$ cat config.mk
export PLATFORM = sky130hd
export DESIGN_NAME = log_weight_encoder_flat
export DESIGN_NICKNAME = d
export VERILOG_FILES = /design/src/rtl/log_weight_encoder_pkg.sv /design/src/rtl/log_weight_encoder_if.sv /design/src/rtl/log_weight_encoder_log2_round.sv /design/src/rtl/log_weight_encoder.sv /design/src/flat_wrapper.sv
export SDC_FILE = /design/constraint.sdc
export NUM_CORES = 1
export LEC_CHECK = 0
export ABC_AREA = 0
export BUFFER_PORTS_ARGS = -buffer_cell sky130_fd_sc_hd__buf_4
export CORE_ASPECT_RATIO = 2
export CORE_MARGIN = 5
export CORE_UTILIZATION = 59
export CTS_CLUSTER_DIAMETER = 100
export DETAILED_ROUTE_END_ITERATION = 7
export GPL_ROUTABILITY_DRIVEN = 0
export HOLD_SLACK_MARGIN = 0.03
export MAX_ROUTING_LAYER = met4
export PLACE_DENSITY = 0.79
export SYNTH_ARGS = -nofsm -noshare
export SYNTH_HDL_FRONTEND = slang
export SYNTH_HIERARCHICAL = 1
export SYNTH_SLANG_ARGS = --single-unit
$ cat constraint.sdc
create_clock -name clk -period 4.7 [get_ports clk]
set_input_delay 0.705 -clock clk [delete_from_list [all_inputs] [get_ports clk]]
set_output_delay 0.705 -clock clk [all_outputs]
set_load 0.1 [all_outputs]
$ cat src/rtl/log_weight_encoder_pkg.sv
// Shared log-domain weight code definitions: code layout, exponent limits and encoder FSM states.
// Also used by the bit_shifter-side decode checks.
package log_quant_pkg;
  localparam int                  CODE_W    = 4;
  localparam int                  EXP_W     = 3;
  localparam logic [EXP_W-1:0]    EXP_MAX   = 3'd7;
  localparam logic [CODE_W-1:0]   CODE_ZERO = 4'b0000;

  typedef enum logic [1:0] {
    ST_RUN,
    ST_DRAIN,
    ST_EMIT
  } enc_state_t;
endpackage

$ cat src/rtl/log_weight_encoder_if.sv
// Weight-in / packed-word-out handshake bundle of the log weight encoder.
interface log_weight_encoder_if #(
    parameter int IN_W = 16,
    parameter int PACK = 8
);
    logic                    i_valid;
    logic                    o_ready;
    logic [IN_W-1:0]         i_weight;
    logic                    i_flush;
    logic                    o_valid;
    logic                    i_ready;
    logic [4*PACK-1:0]       o_word;
    logic [PACK-1:0]         o_skip_mask;
    logic [$clog2(PACK):0]   o_count;

    modport master (
        output i_valid, i_weight, i_flush, i_ready,
        input  o_ready, o_valid, o_word, o_skip_mask, o_count
    );

    modport slave (
        input  i_valid, i_weight, i_flush, i_ready,
        output o_ready, o_valid, o_word, o_skip_mask, o_count
    );
endinterface

$ cat src/rtl/log_weight_encoder_log2_round.sv
// Magnitude to log exponent: leading-one position, rounded half up, saturated at EXP_MAX.
// Magnitudes below ZERO_THR map to exponent 0 (zero weight).
module log2_round
  import log_quant_pkg::*;
#(
    parameter int MAG_W    = 17,
    parameter int ZERO_THR = 1
) (
    input  logic [MAG_W-1:0] mag,
    output logic [EXP_W-1:0] log_exp
);
    localparam int LW = $clog2(MAG_W) + 1;

    logic [LW-1:0] lead;
    logic          rnd;
    logic [LW:0]   sum;

    always_comb begin
        lead = '0;
        for (int i = 0; i < MAG_W; i++) begin
            if (mag[i]) lead = i[LW-1:0];
        end
        // The bit just below the leading one decides rounding to the next power of two.
        rnd = 1'b0;
        for (int i = 1; i < MAG_W; i++) begin
            if (lead == i[LW-1:0]) rnd = mag[i-1];
        end
        sum = {1'b0, lead} + (LW+1)'(1) + (LW+1)'(rnd);
        if (mag < MAG_W'(ZERO_THR)) begin
            log_exp = '0;
        end else if (sum > (LW+1)'(EXP_MAX)) begin
            log_exp = EXP_MAX;
        end else begin
            log_exp = sum[EXP_W-1:0];
        end
    end
endmodule

$ cat src/rtl/log_weight_encoder.sv
// Quantises signed weights to {sign, exp} power-of-two codes and packs PACK codes per word,
// with a zero-slot skip mask and flush of partial words.
module log_weight_encoder
  import log_quant_pkg::*;
#(
    parameter int IN_W     = 16,
    parameter int PACK     = 8,
    parameter int ZERO_THR = 1
) (
    input logic            clk,
    input logic            reset,
    log_weight_encoder_if.slave bus
);
    localparam int MAG_W  = IN_W + 1;
    localparam int CNT_W  = $clog2(PACK) + 1;
    localparam int WORD_W = CODE_W * PACK;

    enc_state_t              state_q, state_d;
    logic                    vld_p1, sign_p1;
    logic [MAG_W-1:0]        mag_p1;
    logic [EXP_W-1:0]        exp_p1;
    logic [CODE_W-1:0]       code_p1;
    logic [WORD_W-1:0]       acc_p2, word_full;
    logic [CNT_W-1:0]        cnt_p2;
    logic signed [MAG_W-1:0] w_ext;
    logic [MAG_W-1:0]        mag_in;
    logic last_slot, out_free, stall, adv, accept, load_full, load_emit, fire;

    function automatic logic [PACK-1:0] zero_mask(input logic [WORD_W-1:0] w);
        logic [PACK-1:0] m;
        m = '0;
        for (int j = 0; j < PACK; j++) m[j] = (w[CODE_W*j +: CODE_W] == CODE_ZERO);
        return m;
    endfunction

    assign w_ext  = {bus.i_weight[IN_W-1], bus.i_weight};
    assign mag_in = w_ext[MAG_W-1] ? $unsigned(-w_ext) : $unsigned(w_ext);

    log2_round #(.MAG_W(MAG_W), .ZERO_THR(ZERO_THR)) u_round (
        .mag     (mag_p1),
        .log_exp (exp_p1)
    );

    assign code_p1   = (exp_p1 == '0) ? CODE_ZERO : {sign_p1, exp_p1};
    assign last_slot = (cnt_p2 == CNT_W'(PACK - 1));
    assign out_free  = !bus.o_valid || bus.i_ready;
    assign stall     = vld_p1 && last_slot && !out_free;
    assign adv       = vld_p1 && !stall;
    assign bus.o_ready = !reset && (state_q == ST_RUN) && !bus.i_flush && !stall;
    assign accept    = bus.i_valid && bus.o_ready;
    assign load_full = adv && last_slot;
    assign load_emit = (state_q == ST_EMIT) && (cnt_p2 != '0) && out_free;
    assign fire      = bus.o_valid && bus.i_ready;

    always_comb begin
        word_full = acc_p2;
        word_full[CODE_W*int'(cnt_p2) +: CODE_W] = code_p1;
    end

    always_comb begin
        state_d = state_q;
        case (state_q)
            ST_RUN:   if (bus.i_flush) state_d = ST_DRAIN;
            ST_DRAIN: if (!vld_p1) state_d = ST_EMIT;
            ST_EMIT:  if ((cnt_p2 == '0) || out_free) state_d = ST_RUN;
            default:  state_d = ST_RUN;
        endcase
    end

    always_ff @(posedge clk or posedge reset) begin
        if (reset) state_q <= ST_RUN;
        else       state_q <= state_d;
    end

    // Stage 1: register sign and magnitude of the accepted weight
    always_ff @(posedge clk or posedge reset) begin
        if (reset)       vld_p1 <= 1'b0;
        else if (accept) vld_p1 <= 1'b1;
        else if (adv)    vld_p1 <= 1'b0;
    end

    always_ff @(posedge clk) begin
        if (accept) begin
            sign_p1 <= w_ext[MAG_W-1];
            mag_p1  <= mag_in;
        end
    end

    // Stage 2: slot accumulator; the last slot goes straight to the output register
    always_ff @(posedge clk or posedge reset) begin
        if (reset) begin
            acc_p2 <= '0;
            cnt_p2 <= '0;
        end else if (adv) begin
            if (last_slot) begin
                acc_p2 <= '0;
                cnt_p2 <= '0;
            end else begin
                acc_p2 <= word_full;
                cnt_p2 <= cnt_p2 + CNT_W'(1);
            end
        end else if (load_emit) begin
            acc_p2 <= '0;
            cnt_p2 <= '0;
        end
    end

    always_ff @(posedge clk or posedge reset) begin
        if (reset) begin
            bus.o_valid     <= 1'b0;
            bus.o_word      <= '0;
            bus.o_skip_mask <= '0;
            bus.o_count     <= '0;
        end else if (load_full) begin
            bus.o_valid     <= 1'b1;
            bus.o_word      <= word_full;
            bus.o_skip_mask <= zero_mask(word_full);
            bus.o_count     <= CNT_W'(PACK);
        end else if (load_emit) begin
            bus.o_valid     <= 1'b1;
            bus.o_word      <= acc_p2;
            bus.o_skip_mask <= zero_mask(acc_p2);
            bus.o_count     <= cnt_p2;
        end else if (fire) begin
            bus.o_valid     <= 1'b0;
        end
    end
endmodule

$ cat src/flat_wrapper.sv
// flat-port wrapper written by rule: the top's interface ports become plain ports
module log_weight_encoder_flat import log_quant_pkg::*;
#(
    parameter int IN_W     = 16,
    parameter int PACK     = 8,
    parameter int ZERO_THR = 1
)
  (clk, reset, bus_i_valid, bus_i_weight, bus_i_flush, bus_i_ready, bus_o_ready, bus_o_valid, bus_o_word, bus_o_skip_mask, bus_o_count);
  log_weight_encoder_if #(.IN_W(IN_W), .PACK(PACK)) bus_i ();
  input logic clk;
  input logic reset;
  input wire logic [$bits(bus_i.i_valid)-1:0] bus_i_valid;
  input wire logic [$bits(bus_i.i_weight)-1:0] bus_i_weight;
  input wire logic [$bits(bus_i.i_flush)-1:0] bus_i_flush;
  input wire logic [$bits(bus_i.i_ready)-1:0] bus_i_ready;
  output wire logic [$bits(bus_i.o_ready)-1:0] bus_o_ready;
  output wire logic [$bits(bus_i.o_valid)-1:0] bus_o_valid;
  output wire logic [$bits(bus_i.o_word)-1:0] bus_o_word;
  output wire logic [$bits(bus_i.o_skip_mask)-1:0] bus_o_skip_mask;
  output wire logic [$bits(bus_i.o_count)-1:0] bus_o_count;
  assign bus_i.i_valid = bus_i_valid;
  assign bus_i.i_weight = bus_i_weight;
  assign bus_i.i_flush = bus_i_flush;
  assign bus_i.i_ready = bus_i_ready;
  assign bus_o_ready = bus_i.o_ready;
  assign bus_o_valid = bus_i.o_valid;
  assign bus_o_word = bus_i.o_word;
  assign bus_o_skip_mask = bus_i.o_skip_mask;
  assign bus_o_count = bus_i.o_count;
  log_weight_encoder #(.IN_W(IN_W), .PACK(PACK), .ZERO_THR(ZERO_THR)) u_core (.clk(clk), .reset(reset), .bus(bus_i));
endmodule
==> results of run 1 <==
==> final cells by class <==
cell class | count | share of cell area (%)
inverter | 19 | 1.12
tap | 104 | 2.01
multi-input combinational | 387 | 42.7
timing repair buffer | 73 | 8.46
clock inverter | 5 | 0.966
sequential | 102 | 40.8
clock buffer | 11 | 3.92
==> where the power goes <==
part	total, mW	internal [mW]	switching (mW)
logic	2.33	0.550	1.78
clock network	0.782	0.449	0.333
registers	1.27	1.10	0.166
total	4.38	2.10	2.28
==> critical path: stages (launching register included) <==
cell and delay (ns):
edfxtp_1 0.48, or4_4 0.62, o21ba_1 0.25, a211oi_2 0.21, o31a_2 0.18, o211ai_2 0.10
a41oi_2 0.17, ha_1 0.19, inv_1 0.06, ha_1 0.21, a21oi_1 0.17, nand4_1 0.14
a21oi_2 0.24, a21oi_1 0.22, o31ai_1 0.35, nor2_1 0.09, mux2_2 0.31, nor4_1 0.28
o22a_1 0.17
==> final timing paths <==
path,startpoint,depth (start not counted),slack (ns),to
min reg2reg,u_core/state_q[1]$_DFFE_PP0P_,1,0.48,u_core/state_q[0]$_DFFE_PP0P_
min in group asynchronous,reset,2,0.55,u_core/state_q[0]$_DFFE_PP0P_
max,u_core/mag_p1[9]$_DFFE_PP_,18,0.19,u_core/bus.o_skip_mask[4]$_DFFE_PP0P_
min,u_core/state_q[1]$_DFFE_PP0P_,1,0.48,u_core/state_q[0]$_DFFE_PP0P_
max reg2reg,u_core/mag_p1[9]$_DFFE_PP_,18,0.19,u_core/bus.o_skip_mask[4]$_DFFE_PP0P_
max in group asynchronous,reset,3,3.23,u_core/bus.o_skip_mask[7]$_DFFE_PP0P_
==> state kept, by name (all words and copies together) (netlist names) <==
signal,flops
u_core/acc_p2,32
u_core/bus.o_valid,1
u_core/bus.o_skip_mask,8
u_core/sign_p1,1
u_core/vld_p1,1
u_core/bus.o_count,4
u_core/bus.o_word,32
u_core/state_q,2
u_core/mag_p1,17
u_core/cnt_p2,4
==> routing by layer <==
| metal | vias to the layer above | GRT usage, % |
|---|---|---|
| met2 | 194 | 51.5 |
| met1 | 2260 | 28.7 |
| met3 | 68 | 3.96 |
| met4 | 0 | 15.6 |
| li1 | 2112 | - |
| met5 | - | - |
==> synth_stat cells (all sizes together) (14+ instances only) <==
| cell type | n |
|---|---|
| dfrtp | 84 |
| nand2 | 58 |
| nor2 | 49 |
| o21ai | 30 |
| mux2i | 27 |
| inv | 19 |
| o221a | 19 |
| edfxtp | 18 |
| a22o | 16 |
| a21oi | 14 |
| buf | 14 |
| xnor2 | 14 |
==> logic make-up after synthesis <==
group,synth area share (%)
other cells,0.0672
buf+inv,3.43
fa+ha+maj,1.35
flops,47.4
mux,5.85
simple gates,17.1
compound gates,22.2
xor+xnor,2.65
==> through the flow <==
stage / total power [mW] / TNS, ns / util [%] / instance area, sq um / hold slack [ns]
floorplan: 3.08 / 0 / - / 5580 / 0.440
global placement: 3.57 / 0 / 65.9 / 6140 / 0.451
detailed placement: 3.61 / 0 / 65.9 / 6140 / 0.471
CTS: 4.39 / 0 / 69.2 / 6450 / 0.480
global route: 4.54 / -0.178 / 69.5 / 6480 / 0.515
finish: 4.38 / 0 / 69.5 / 6480 / 0.483
==> run summary, run 1 <==
leakage: 2.73 nW
Starting Density: 59.9%
Max H-tree Level: 3
largest net degree at the start of global routing: 56
total wire length: 15300 um
die height: 148 um
Pre-antenna DRT Iters: 5
f_max: 222 MHz
Resized Gates After CTS: 0
max-cap violations: 0
fin crit share: 95.9%
Max-slew headroom: 22.5%
DP Wirelength: 11600 um
CP endpoint kind: flop
Seq/Total Area, Yosys: 47.4%
final-stage net count: 619
hold_buf cts: 0
Top FF cell, synth: dfrtp_1
die extent in x: 78.8 um
DRC: 0
CTS Buffer Depth: 2
CTS clock-pin slew for the worst setup and hold paths: 0.07 ns
metal2 WL: 8590 um
Netlist Area Pre-Place: 5580 sq um
drt wl/cell: 21.8 um
post-placement setup slack: 0.406 ns
Ports: 67
EDFF count, synth: 18
area grow syn2layout: 16.1%
grt ovf: 0
Worst setup SP type: flop
vias in the first global route: 4781
CTS sink count: 102
# rows: 50
antenna viol nets, final: 0
number of diodes: 0
final hold viol count: 0
Tmin final: 4.51 ns
Port Buffers: 66
ratio of cells with drive above 1 in the final layout: 23.5%
CTS root buffer: clkbuf_16
Synth area leader: dfrtp_1
clock latency on the worst-skew pair: 0.35 ns
Synth area leaders: dfrtp_1 (38%), edfxtp_1 (9.7%), mux2i_1 (4.8%)
Post-synth ARST share: 82.4%
post-synth net total: 555
most frequent cells in the layout: dfrtp_1 (84), buf_4 (73), nand2_1 (58), nor2_1 (48), mux2i_1 (26)
Peak VDD IR: 0.470 mV
post-synthesis cell type count: 76
final setup vio count: 0
fin cells: 701
FF/Latch Area: 2640 sq um
Worst EP arrival: 4.79 ns
vias per std cell: 6.61
commonest non-fill, non-tap cell in the layout: dfrtp_1
CTS tree: built
Mean Syn Cell Area: 10.6 sq um
CTS buffer count: 9
die area: 11600 sq um
Clock Skews: 0.00851 ns
Core Box Area: 9320 sq um
Yosys warning count: 6
Min-Delay Path Class: flop to flop
Max FO, Critical Path: 7
global-route wire length before repair: 24700 um
initial antenna violation count: 0
Crit Path Class: flop to flop
run status: finished clean
Yosys reg bits: 102
Worst-Margin Slew: 1.16 ns
Total GRT Usage: 28.4%
multi-input logic area: 2770 sq um
Max Used Layer: met4
Cell Pwr Density: 676 nW/um^2
fill count: 718
number of DRC markers in iteration 0: 338
share of the synthesized area in the top cell type: 37.7%
post-CTS setup buffer count: 0
Met3 Wirelength: 660 um
DRT met1 WL: 5160 um
Post-Syn Instances: 528
vias post-DR: 4634
dpl cells: 685
Setup WS post-layout: 0.193 ns
max-slew violation count: 0
critical path required time: 4.98 ns
No activity file was read; power rests on OpenSTA's default activity.
==> run 2: changes to the inputs <==
- CORE_UTILIZATION: 59 -> 63
- PLACE_DENSITY: 0.79 -> 0.83
- clock period: 4.7 -> 5.8 ns (I/O delays scaled with it)
==> run 2 against run 1 <==
First-iteration DRC count rose by 4.1%. Core utilization rose by 4.5 points. Total power fell by 21%. Die area fell by 5.7%. Design area fell by 1.3%. Sequential power fell by 20%. Clock power fell by 26%. Hold slack got worse by 0.0069 ns. Clock-buffer cell count did not move.
==> run summary, run 2 (same netlist as run 1, synthesis figures left out) <==
largest net degree at the start of global routing: 85 (+52%)
CTS buffer count: 9 (unchanged)
Max-slew headroom: 22.3% (-0.20 points)
global-route wire length before repair: 25100 um (+1.6%)
Worst EP arrival: 5.40 ns (+0.61 ns)
Pre-antenna DRT Iters: 5 (unchanged)
commonest non-fill, non-tap cell in the layout: dfrtp_1
Top Registers: u_core/acc_p2 (32), u_core/bus.o_word (32), u_core/mag_p1 (17)
initial antenna violation count: 0 (unchanged)
Power, Total: 3.47 mW (-21%)
RSZ-0062 raised after global routing: no
die extent in x: 76.5 um (-2.8%)
vias post-DR: 4764 (+2.8%)
CTS clock-pin slew for the worst setup and hold paths: 0.06 ns (about the same)
number of diodes: 0 (unchanged)
vias in the first global route: 4922 (+2.9%)
CP peak stage delay: 0.90 ns (+0.28 ns)
antenna viol nets, final: 0 (unchanged)
max-slew violation count: 0 (unchanged)
Worst path most repeated cell: a21oi_1
CTS Buffer Depth: 2 (unchanged)
die area: 11000 sq um (-5.7%)
Worst setup SP type: flop
Min-Delay Path Class: flop to flop
Max H-tree Level: 3 (unchanged)
run status: finished clean
DP Wirelength: 11500 um (-1.0%)
FF-to-FF setup slack: 0.67 ns (+0.48 ns)
Core Box Area: 8650 sq um (-7.2%)
CTS tree: built
setup TNS: 0 ns (unchanged)
Clock Skews: 0.00347 ns (-0.00503 ns)
# rows: 48 (-4.0%)
final-stage net count: 616 (-0.48%)
hold_buf cts: 0 (unchanged)
CP endpoint kind: flop
Port Buffers: 66 (unchanged)
Resized Gates After CTS: 0 (unchanged)
Max FO, Critical Path: 8 (+1)
clock latency on the worst-skew pair: 0.34 ns (about the same)
Peak VDD IR: 0.390 mV (-17%)
post-CTS setup buffer count: 0 (unchanged)
ratio of cells with drive above 1 in the final layout: 21.7% (-1.7 points)
Crit Path Class: flop to flop
vias per std cell: 6.86 (+3.8%)
f_max: 195 MHz (-12%)
critical path cell sequence: nor2_1 > o31ai_1 > a31oi_1 > nor4b_1 > a211o_1 > a41oi_2 > ha_1 > inv_1 > ha_1 > a21oi_1 > nand4_1 > a21oi_1 > a21oi_1 > o31ai_1 > nor2_1 > mux2_2 > nor4_1 > o22a_1
fin crit share: 88.4% (-7.4 points)
Cell Pwr Density: 543 nW/um^2 (-20%)
Total GRT Usage: 29.8% (+1.3 points)
Worst-Margin Slew: 1.16 ns (+0.00294 ns)
Buf+Inv Stages, Crit Path: 1 (unchanged)
number of DRC markers in iteration 0: 352 (+4.1%)
final hold viol count: 0 (unchanged)
Starting Density: 64.5% (+4.7 points)
CTS root buffer: clkbuf_16
max-cap violations: 0 (unchanged)
Tmin final: 5.13 ns (+0.623 ns)
die height: 143 um (-3.0%)
area grow syn2layout: 14.6%
final setup vio count: 0 (unchanged)
most frequent cells in the layout: dfrtp_1 (84), buf_4 (70), nand2_1 (58), nor2_1 (48), mux2i_1 (27)
Ports: 67 (unchanged)
DRC: 0 (unchanged)
Max stage delay cell, worst path: o31ai_1
CTS sink count: 102 (unchanged)
leakage: 2.70 nW (-1.1%)
Top Family by Delay on Critical Path: compound AO/OA/AOI/OAI gates
total wire length: 15500 um (+1.1%)
grt ovf: 0 (unchanged)
drt wl/cell: 22.3 um (+2.2%)
critical path required time: 6.07 ns (+1.09 ns)
run 2: power by group:
part	leakage [nW]	internal (mW)	total (mW)	switching (mW)
Sequential	1.24	0.892	1.02	0.128
Clock	0.135	0.331	0.577	0.246
Combinational	1.32	0.442	1.87	1.43
Total	2.70	1.67	3.47	1.81
run 2: final timing paths:
path                                                    start  cells past startpoint                               endpoint
worst max-delay path              u_core/mag_p1[11]$_DFFE_PP_                     18  u_core/bus.o_skip_mask[4]$_DFFE_PP0P_
worst min-delay path            u_core/state_q[1]$_DFFE_PP0P_                      1          u_core/state_q[0]$_DFFE_PP0P_
worst max register to register    u_core/mag_p1[11]$_DFFE_PP_                     18  u_core/bus.o_skip_mask[4]$_DFFE_PP0P_
worst min register to register  u_core/state_q[1]$_DFFE_PP0P_                      1          u_core/state_q[0]$_DFFE_PP0P_
max in group asynchronous                               reset                      3           u_core/acc_p2[7]$_DFFE_PP0P_
min in group asynchronous                               reset                      3          u_core/state_q[1]$_DFFE_PP0P_
run 2: area by class of cell:
type,count,area [sq um]
repair buffers,70,526
inverters,19,72.6
clock inverters,5,50.0
multi-input cells,387,2750
clock buffers,11,233
fillers,632,2250
flip-flops and latches,102,2640
well taps,100,125
run 2: metrics by stage:
step,cells,area [sq um],utilization (%),worst slack [ns],hold WS (ns)
final,694,6390,73.9,0.670,0.476
after global routing,694,6390,73.9,0.540,0.505
after CTS,694,6390,73.9,0.867,0.475
after detailed placement,678,6110,70.7,0.927,0.465
after global placement,678,6110,70.7,1.23,0.460
after floorplan,528,5580,-,1.73,0.440
run 2: metal layers:
metal | part of all wire [%] | vias up | GRT usage (%)
li1 | - | 2112 | -
met4 | 6.9 | 0 | 19.3
met2 | 55 | 233 | 53.4
met1 | 34 | 2330 | 30.0
met3 | 4.6 | 89 | 3.54
met5 | 0 | - | -
==> run 3: changes to the inputs <==
- RECOVER_POWER: default -> 50
==> run 3 against run 2 <==
The run now ends with max-capacitance violations, max-slew violations left. First-iteration DRC count increased by 18%. Global-route usage did not move. Cell count did not move.
==> run summary, run 3 (same netlist as run 1, synthesis figures left out) <==
run status: complete, but fails checks
failing checks: max-capacitance violations, max-slew violations
R2R depth: 18 (unchanged)
Total GRT Usage: 29.8% (unchanged)
critical path cell sequence: nor2_1 > o31ai_1 > a31oi_1 > nor4b_1 > a211o_1 > a41oi_2 > ha_1 > inv_1 > ha_1 > a21oi_1 > nand4_1 > a21oi_1 > a21oi_1 > o31ai_1 > nor2_1 > mux2_2 > nor4_1 > o22a_1
commonest non-fill, non-tap cell in the layout: dfrtp_1
Buf+Inv Stages, Crit Path: 1 (unchanged)
setup TNS: 0 ns (unchanged)
CP endpoint kind: flop
Ports: 67 (unchanged)
CTS Buffer Depth: 2 (unchanged)
Core Box Area: 8650 sq um (unchanged)
antenna viol nets, final: 0 (unchanged)
multi-input logic area: 2750 sq um (unchanged)
Crit Path Class: flop to flop
CTS root buffer: clkbuf_16
f_max: 197 MHz (+0.91%)
max-cap violations: 1 (+1)
CTS sink count: 102 (unchanged)
Max-slew headroom: -36.2% (-59 points)
Top Family by Delay on Critical Path: compound AO/OA/AOI/OAI gates
RR Endpoint: u_core/bus.o_skip_mask[4]$_DFFE_PP0P_
fin crit share: 87.7% (-0.79 points)
crit path from: u_core/mag_p1[15]$_SDFFCE_PN0P_
leakage: 2.57 nW (-5.0%)
Starting Density: 64.5% (unchanged)
die area: 11000 sq um (unchanged)
hold path start: u_core/state_q[1]$_DFFE_PP0P_
area grow syn2layout: 12.3%
Tmin final: 5.08 ns (-0.0461 ns)
Cell Pwr Density: 542 nW/um^2 (-0.13%)
post-CTS setup buffer count: 0 (unchanged)
CP Depth: 18 (unchanged)
Worst path most repeated cell: a21oi_1
total wire length: 15400 um (-0.28%)
largest net degree at the start of global routing: 85 (unchanged)
FF-to-FF setup slack: 0.72 ns (+0.05 ns)
vias in the first global route: 4922 (unchanged)
Min-Delay Path Class: flop to flop
Worst-Margin Slew: 2.04 ns (+0.881 ns)
number of DRC markers in iteration 0: 414 (+18%)
number of diodes: 0 (unchanged)
Worst setup SP type: flop
most frequent cells in the layout: dfrtp_1 (84), nand2_1 (58), nor2_1 (48), clkbuf_1 (36), buf_4 (34)
die height: 143 um (unchanged)
drt wl/cell: 22.2 um (-0.28%)
critical path required time: 6.07 ns (about the same)
final hold viol count: 0 (unchanged)
Top Registers: u_core/acc_p2 (32), u_core/bus.o_word (32), u_core/mag_p1 (17)
R2R Path Start: u_core/mag_p1[15]$_SDFFCE_PN0P_
max-slew violation count: 85 (+85)
Worst Hold Depth: 1 (unchanged)
hold_buf cts: 0 (unchanged)
CTS tree: built
DRC: 0 (unchanged)
final-stage net count: 616 (unchanged)
Worst EP arrival: 5.36 ns (-0.04 ns)
Resized Gates After CTS: 0 (unchanged)
Max stage delay cell, worst path: o31ai_1
DP Wirelength: 11500 um (unchanged)
Max H-tree Level: 3 (unchanged)
vias per std cell: 6.91 (+0.61%)
Finished Cell Area: 6260 sq um (-2.0%)
Port Buffers: 66 (unchanged)
vias post-DR: 4793 (+0.61%)
initial antenna violation count: 0 (unchanged)
Post-DP Area: 6110 sq um (unchanged)
Max FO, Critical Path: 12 (+4)
final setup vio count: 0 (unchanged)
FF/Latch Area: 2640 sq um (unchanged)
ratio of cells with drive above 1 in the final layout: 16.0% (-5.7 points)
CP peak stage delay: 0.89 ns (about the same)
die extent in x: 76.5 um (unchanged)
CTS buffer count: 9 (unchanged)
global-route wire length before repair: 25100 um (unchanged)
Clock Skews: 0.00402 ns (+0.000545 ns)
grt ovf: 0 (unchanged)
CTS clock-pin slew for the worst setup and hold paths: 0.06 ns (about the same)
# rows: 48 (unchanged)
clock latency on the worst-skew pair: 0.34 ns (about the same)
Peak VDD IR: 0.374 mV (-4.0%)
RSZ-0062 raised after global routing: no
fill count: 668 (+5.7%)
Pre-antenna DRT Iters: 5 (unchanged)
hold endpoint: u_core/state_q[0]$_DFFE_PP0P_
[run 3: cell types whose count changed in the layout (fill, tap and decap cells not counted), sizes merged]
cell,previous run,this run
clkbuf,11,47
clkinvlp,1,2
clkinv,4,3
buf,70,34
[run 3: layout make-up]
class / instances / area share [%]
clock buffer: 11 / 3.72
clock inverter: 5 / 0.799
inverter: 19 / 1.16
multi-input combinational: 387 / 43.8
sequential: 102 / 42.2
tap: 100 / 2.00
timing repair buffer: 70 / 6.31
[run 3: routing by layer]
metal | vias to the layer above | GRT usage, % | share of wire, %
li1 | 2111 | - | -
met5 | - | - | 0
met4 | 0 | 19.3 | 6.9
met3 | 86 | 3.54 | 5.2
met2 | 241 | 53.4 | 55
met1 | 2355 | 30.0 | 33
[run 3: how the worst max path moves through the flow]
stage / slack (ns) / end
floorplan: 1.73 / u_core/bus.o_skip_mask[4]$_DFFE_PP0P_
global placement: 1.23 / u_core/bus.o_skip_mask[4]$_DFFE_PP0P_
detailed placement: 0.93 / u_core/bus.o_skip_mask[4]$_DFFE_PP0P_
CTS: 0.87 / u_core/bus.o_skip_mask[4]$_DFFE_PP0P_
global route: 0.54 / u_core/bus.o_skip_mask[4]$_DFFE_PP0P_
finish: 0.72 / u_core/bus.o_skip_mask[4]$_DFFE_PP0P_
[run 3: through the flow]
step	setup WS, ns	util [%]	total power [mW]	hold WS (ns)	cells
global placement	1.23	70.7	2.87	0.460	678
finish	0.716	72.4	3.40	0.475	694
CTS	0.867	73.9	3.48	0.475	694
floorplan	1.73	-	2.49	0.440	528
detailed placement	0.927	70.7	2.90	0.465	678
global route	0.540	72.4	3.52	0.505	694
[run 3: worst register-to-register path: stages (launching register included)]
cell,delay [ns]
edfxtp_1,0.55
nor2_1,0.21
o31ai_1,0.14
a31oi_1,0.48
nor4b_1,0.14
a211o_1,0.34
a41oi_2,0.14
ha_1,0.20
inv_1,0.06
ha_1,0.21
a21oi_1,0.13
nand4_1,0.11
a21oi_1,0.21
a21oi_1,0.28
o31ai_1,0.89
nor2_1,0.08
mux2_2,0.33
nor4_1,0.34
o22a_1,0.18
[run 3: report_power, final]
group | total (mW) | switching, mW | internal [mW]
Combinational | 1.80 | 1.43 | 0.367
Sequential | 1.02 | 0.125 | 0.892
Clock | 0.579 | 0.248 | 0.331
